[src/rtl/lifo_stack.sv]
// Parametrised LIFO stack. The top entry is always visible on data_out, and count
// doubles as the write pointer. Push and pop together replace the top entry.
module lifo_stack #(
    parameter int WIDTH = 8,
    parameter int DEPTH = 8,
    localparam int CW = $clog2(DEPTH + 1)
) (
    input  logic             clk,
    input  logic             rst_n,
    input  logic             clr,
    input  logic             push,
    input  logic             pop,
    input  logic             err_clr,
    input  logic [WIDTH-1:0] data_in,
    output logic [WIDTH-1:0] data_out,
    output logic [CW-1:0]    count,
    output logic             empty,
    output logic             full,
    output logic             overflow,
    output logic             underflow
);

    logic [WIDTH-1:0] mem [DEPTH];
    logic [CW-1:0]    count_nxt;
    logic [CW-1:0]    wr_idx;
    logic             wr_en;
    logic             ovf_nxt;
    logic             udf_nxt;
    logic             set_ovf;
    logic             set_udf;

    assign empty = (count == '0);
    assign full  = (count == CW'(DEPTH));

    always_comb begin
        count_nxt = count;
        wr_idx    = count;
        wr_en     = 1'b0;
        set_ovf   = 1'b0;
        set_udf   = 1'b0;
        if (push && pop && !empty) begin
            wr_en  = 1'b1;
            wr_idx = count - 1'b1;
        end else if (push) begin
            // push+pop on an empty stack falls through here as a plain push
            if (!full) begin
                wr_en     = 1'b1;
                count_nxt = count + 1'b1;
            end else begin
                set_ovf = 1'b1;
            end
        end else if (pop) begin
            if (!empty) count_nxt = count - 1'b1;
            else        set_udf   = 1'b1;
        end
        ovf_nxt = (overflow  & ~err_clr) | set_ovf;
        udf_nxt = (underflow & ~err_clr) | set_udf;
        if (clr) begin
            count_nxt = '0;
            wr_en     = 1'b0;
            ovf_nxt   = 1'b0;
            udf_nxt   = 1'b0;
        end
    end

    always_ff @(posedge clk or negedge rst_n) begin
        if (!rst_n) begin
            count     <= '0;
            overflow  <= 1'b0;
            underflow <= 1'b0;
        end else begin
            count     <= count_nxt;
            overflow  <= ovf_nxt;
            underflow <= udf_nxt;
        end
    end

    // Storage is deliberately not reset; only count defines validity.
    for (genvar i = 0; i < DEPTH; i++) begin : g_entry
        always_ff @(posedge clk) begin
            if (wr_en && wr_idx == CW'(i)) mem[i] <= data_in;
        end
    end

    always_comb begin
        data_out = '0;
        for (int i = 0; i < DEPTH; i++) begin
            if (count == CW'(i + 1)) data_out = mem[i];
        end
    end

endmodule

[config.mk]
export PLATFORM = sky130hd
export DESIGN_NAME = lifo_stack
export DESIGN_NICKNAME = d
export VERILOG_FILES = /design/src/rtl/lifo_stack.sv
export SDC_FILE = /design/constraint.sdc
export NUM_CORES = 1
export LEC_CHECK = 0
export CAP_MARGIN = 10
export CORE_ASPECT_RATIO = 0.6
export CORE_UTILIZATION = 67
export CTS_CLUSTER_DIAMETER = 30
export DETAILED_ROUTE_END_ITERATION = 12
export DONT_BUFFER_PORTS = 1
export GPL_TIMING_DRIVEN = 0
export PLACE_DENSITY_LB_ADDON = 0.15
export SYNTH_ARGS = -nofsm -noshare
export SYNTH_HDL_FRONTEND = slang
export SYNTH_SLANG_ARGS = --single-unit
[constraint.sdc]
create_clock -name clk -period 5.4 [get_ports clk]
set_input_delay 0 -clock clk [delete_from_list [all_inputs] [get_ports clk]]
set_output_delay 0 -clock clk [all_outputs]
set_load 0.1 [all_outputs]
==> metrics.cfg, run 1 <==
[cells_and_area]
fillCellCount = 212
antenna_cells = 0
area_growth_pct = 15.8
nNetsFinal = 281
seqCellArea_um2 = 2070
fin_area_um2 = 3630
multiInputGateArea_um2 = 1020
drive_gt1_share_pct = 13.9

[hold_path]
hold_depth = 3
hold_path_class = in2reg

[yosys]
synth_area_per_cell_um2 = 13.3
netlist_area_um2 = 3130
ys.flop_type = edfxtp_1
ys_seq_area_share_pct = 66.1
synth-seq-cells = 70
ys.warnings.count = 0
synth_area_leaders = edfxtp_1, dfrtp_1, a21oi_1
synth.cells.most_frequent = edfxtp_1, a21oi_1, inv_1
yosysTopAreaCell = edfxtp_1
syn_inst = 236
ys_async_sr_fraction_pct = 8.57
synth_top_area_share_pct = 61.3
synth_edf_count = 64
ys_types = 45
syn-num-nets = 254
yosysMostFrequentCell = edfxtp_1

[setup_path]
cp_common_cell = inv_1
cp_max_fo = 10
crit_slowest_cell = dfrtp_1
crit_path_end_kind = flop
critPathKind = reg2reg
worstPathArrival_ps = 4540
r2r_cells = 9
crit_family = buffers and inverters
crit_required_ps = 5460
worst_setup_path_start_kind = flop
cp_num_cells = 9
crit_chain = clkbuf_1 -> inv_1 -> ha_1 -> nor2b_1 -> nand2_1 -> inv_1 -> a32oi_1 -> nor3b_1 -> buf_4
critPathMaxStageDelay_ps = 830
path_buf_inv = 4

[grt]
overflow = 0
grt_pass1_vias = 2118
antenna_found_initial = 0
grt_pass1_wl_um = 12000
grt_start_max_net_pins = 13
gr-usage-all-layers_pct = 35.4

[sta]
rsz0062_at_grt = false
final-setup-viol-count = 0
drv_slew = 0
whs_ps = 86.5
finalHoldViolations = 0
clock_skew_ps = 4.60
maxSlewHeadroom_pct = 13.5
fin_tns_setup_ps = 0
final.period_utilization_pct = 83.0
fmax_mhz = 223
worst_pin_slew_ps = 1290
period_needed_ps = 4480

[drt]
wl_met3_um = 996
drt-wirelength-per-cell_um = 24.5
wl_met1_um = 3350
totalWireLength_um = 8000
ant_nets = 0
vias = 2250
routed.top_layer = met4
drt-initial-drc-count = 279
wl_met2_um = 3580
drc = 0
drt_pass1_iterations = 6
viasPerCell = 6.88

[power_and_ir_drop]
cellPowerDensity_nw_per_um2 = 601
ir_drop_v = 0.000399
power_w = 0.00218
p_leak_nw = 1.18

[floorplanning]
fp.dieArea_um2 = 4960
io_pins = 30
row_count = 18
fp.dieH_um = 55.0
coreArea_um2 = 4300
die_x_um = 90.3
initial_core_util_pct = 72.8

[placed_design]
io_buffers = 0
dp_hpwl_um = 5100
placed_area_um2 = 3310
globalplace.congestion = 1.03

[flow_run]
maxCapViolations = 0

[clock_tree]
clock_latency_ps = 340
cts_max_path_buffers = 2
htree_levels = 3
clock-root-buffer = clkbuf_8
cts.sinks = 70
clk_pin_slew_worst_paths_ps = 70
cts_buffers = 9
postCtsSetupBuffers = 0
cts_tree = built

[status]
status = completed

==> placed cells by master, fill, tap and decap left out, types with 5 or more instances in the layout <==
cell type	count
clkbuf_8	9
a31oi_2	6
dlygate4sd3_1	12
o21ai_0	10
a21oi_1	15
nand2_1	10
edfxtp_1	64
inv_1	12
a221oi_1	5
dfrtp_1	6
o211ai_1	7
clkbuf_1	10
nor2b_1	6
a221o_1	6
a211o_1	5
o22ai_1	6
==> worst min-delay path: cells and delay by family <==
| family | cells | cell delay, ps |
|---|---|---|
| AND/OR/NAND/NOR | 1 | 130 |
| AO/OA/AOI/OAI | 1 | 80 |
| buffers and inverters | 1 | 170 |
==> cells by family (layout without fill, tap and decap cells) <==
logic type	Yosys count	after routing	share of synthesized area, %
xor gates and xnor gates	2	2	0.559
adders and majority gates	4	4	1.60
buffers and inverters	28	59	3.71
DFF	70	70	66.1
AOI/OAI and AO/OA	80	80	17.7
and+or+nand+nor	50	50	9.62
muxes	2	2	0.639
==> metrics by stage <==
step / worst slack, ps / util (%) / instances
global placement: -862 / 74.6 / 296
detailed placement: 1060 / 76.9 / 300
finish: 918 / 84.3 / 327
global route: 705 / 84.3 / 327
floorplan: 0.286 / - / 236
CTS: 981 / 84.1 / 327
==> path summary, 6_finish.rpt <==
path / slack [ps] / start / end
min in group asynchronous: 500 / rst_n / underflow
min: 90 / push / overflow
min reg2reg: 1050 / underflow / underflow
max in group asynchronous: 4670 / rst_n / count[0]
max reg2reg: 920 / count[0] / mem[1][6]
max: 920 / count[0] / mem[1][6]
==> report_power, final <==
| group | internal, W | total, W | leakage, nW | switching [W] |
|---|---|---|---|---|
| Combinational | 0.000241 | 0.00103 | 0.438 | 0.000784 |
| Clock | 0.000209 | 0.000404 | 0.0810 | 0.000196 |
| Sequential | 0.000634 | 0.000749 | 0.658 | 0.000115 |
==> final cells by class <==
cell class / count / area share [%]
clock inverters: 6 / 1.76
repair buffers: 16 / 4.28
inverters: 12 / 1.24
plain buffers: 16 / 1.97
clock buffers: 9 / 3.41
flip-flops and latches: 70 / 57.1
multi-input cells: 138 / 28.1
well taps: 60 / 2.07
==> what timing repair did <==
action,in CTS,in global routing
gates resized for setup,0,0
hold endpoints to repair,76,0
hold buffers,12,0
==> registers in the layout, indices dropped and copies added, names as in the netlist <==
| register | cells |
|---|---|
| underflow | 1 |
| mem | 64 |
| count | 4 |
| overflow | 1 |
==> metal layers <==
metal  track usage, %  vias up
met2             54.5      168
li1                 -      984
met3             11.2       16
met4             15.3        0
met1             48.0     1082
met5                0        -
Power figures use the tool's default switching activity.
==> run 2: changes to the inputs <==
--- a/config.mk
+++ b/config.mk
@@ -5,9 +5,10 @@
 export SDC_FILE = /design/constraint.sdc
 export NUM_CORES = 1
 export LEC_CHECK = 0
+export ABC_AREA = 1
 export CAP_MARGIN = 10
 export CORE_ASPECT_RATIO = 0.6
-export CORE_UTILIZATION = 67
+export CORE_UTILIZATION = 63
 export CTS_CLUSTER_DIAMETER = 30
 export DETAILED_ROUTE_END_ITERATION = 12
 export DONT_BUFFER_PORTS = 1
==> constraint.sdc (replaced) <==
create_clock -name clk -period 4.7 [get_ports clk]
set_input_delay 0 -clock clk [delete_from_list [all_inputs] [get_ports clk]]
set_output_delay 0 -clock clk [all_outputs]
set_load 0.1 [all_outputs]
==> metrics.cfg, run 2 <==
[yosys]
syn-num-nets = 336
synth_top_family_by_area = simple AND/OR/NAND/NOR gates
synth-simple-area-share_pct = 25.5
synth_area_per_cell_um2 = 10.4
synth_xor_area_share_pct = 1.29
muxShareOfSynthArea_pct = 0
synth.cells.most_frequent = nand2_1, edfxtp_1, inv_1
ys.flop_type = edfxtp_1
synth_area_leaders = edfxtp_1, nand2_1, dfrtp_1
ys.warnings.count = 0
synthAdderAreaFrac_pct = 1.51
yosysMostFrequentCell = nand2_1
ys_async_sr_fraction_pct = 8.57
synth_compound_area_share_pct = 3.18
synth_top_area_share_pct = 58.2
yosysTopAreaCell = edfxtp_1
synth-seq-cells = 70
synth_edf_count = 64
syn_inst = 318
ys_types = 29
ys_seq_area_share_pct = 62.7
netlist_area_um2 = 3300

[hold_path]
min-delay-start = pop
hold_path_class = in2reg

[sta]
worst_pin_slew_ps = 1160
maxSlewHeadroom_pct = 22.5
fin_tns_setup_ps = 0
clock_skew_ps = 4.50
period_needed_ps = 3930
final-setup-viol-count = 0
rsz0062_at_grt = false
whs_ps = 87.2
finalHoldViolations = 0
drv_slew = 0
layout_setup_ws_ps = 772
final.period_utilization_pct = 83.6
fmax_mhz = 255

[clock_tree]
clock-root-buffer = clkbuf_8
cts-resized-gates = 0
htree_levels = 3
cts_max_path_buffers = 2
cts_tree = built
clk_pin_slew_worst_paths_ps = 70
cts.sinks = 70
cts_buffers = 9
clock_latency_ps = 340

[cells_and_area]
layout_common_cells = nand2_1, edfxtp_1, inv_1
largest_reg_flops = 64
antenna_cells = 0
drive_gt1_share_pct = 11.5
area_growth_pct = 12.2
layoutNonFillerInstCount = 412
biggestRegsByFlops = mem: 64 flops, count: 4 flops
top_register = mem
nNetsFinal = 363
final_common_cell = nand2_1
fillCellCount = 301
multiInputGateArea_um2 = 1040
seqCellArea_um2 = 2070

[setup_path]
worst_setup_path_start_kind = flop
cp_max_fo = 10
critPathKind = reg2reg
rr_startpoint = count[0]
worstPathArrival_ps = 4200
crit_path_end_kind = flop
critPathLaunch = count[0]
crit_required_ps = 4980
regToRegSetupSlack_ps = 770

[drt]
drt_pass1_iterations = 5
totalWireLength_um = 6740
drc = 0
vias = 2308
viasPerCell = 5.60
ant_nets = 0
drt-wirelength-per-cell_um = 16.4
drt-initial-drc-count = 238

[floorplanning]
coreArea_um2 = 4800
row_count = 19
io_pins = 30
initial_core_util_pct = 68.8
die_x_um = 95.5
fp.dieH_um = 58.1
fp.dieArea_um2 = 5550

[grt]
antenna_found_initial = 0
overflow = 0
grt_start_max_net_pins = 13
gr-usage-all-layers_pct = 27.4
grt_pass1_wl_um = 10400
grt_pass1_vias = 2081

[power_and_ir_drop]
p_leak_nw = 1.51
power_w = 0.00246
cellPowerDensity_nw_per_um2 = 665
ir_drop_v = 0.000484

[placed_design]
dpl_worst_slack_ps = 1130
io_buffers = 0
dp_hpwl_um = 4630
dp_cells = 381
globalplace.congestion = 0.801

[status]
status = completed

[flow_run]
maxCapViolations = 0

## run 2: final timing paths
kind,endpoint,cells past startpoint
max reg2reg,overflow,9
min reg2reg,count[1],2
max in group asynchronous,overflow,2
max,overflow,9
min in group asynchronous,count[2],2
min,count[1],5
## run 2: kinds of logic (layout without fill, tap and decap cells)
logic type      after synthesis  after routing
compound gates               19             19
xor+xnor                      4              4
fa+ha+maj                     4              4
buf+inv                      41             72
flops                        70             70
simple gates                180            180
## run 2: metal layers
metal | vias up | global-route usage [%] | part of all wire (%)
met2 | 117 | 38.1 | 42
met1 | 1055 | 39.6 | 46
met5 | - | 0 | 0
li1 | 1120 | - | -
met3 | 16 | 9.84 | 8.9
met4 | 0 | 11.3 | 2.6
## run 2: power breakdown
part | switching [W] | internal, W
clock | 0.000218 | 0.000187
combinational | 0.000960 | 0.000218
sequential | 0.000148 | 0.000732
## run 2: through the flow
stage / cell area, µm² / utilization, %
2_1_floorplan: 3300 / -
3_3_place_gp: 3380 / 70.5
3_5_place_dp: 3380 / 70.5
4_1_cts: 3710 / 77.2
5_1_grt: 3710 / 77.2
6_report: 3710 / 77.2
## run 2: cell type report
class                   instances  area share (%)
well taps                      63            2.13
flip-flops and latches         70            55.9
clock inverters                 6            1.05
plain buffers                   8            1.76
clock buffers                   9            3.34
repair buffers                 16            4.32
inverters                      33            3.41
multi-input cells             207            28.1
## run 2: timing repair
item,in CTS,in global routing
hold buffers,16,0
endpoints found under the hold margin,76,0
setup buffers,0,0
## run 2: worst max-delay path, cell delays in order, from the launching register on
cell           delay (ps)
dfrtp_1               820
inv_1                 380
ha_1                  390
nand2_1               120
nor2_1                180
buf_2                 640
nand3_1               130
dlygate4sd3_1         590
nand2_1                60
dlygate4sd3_1         550
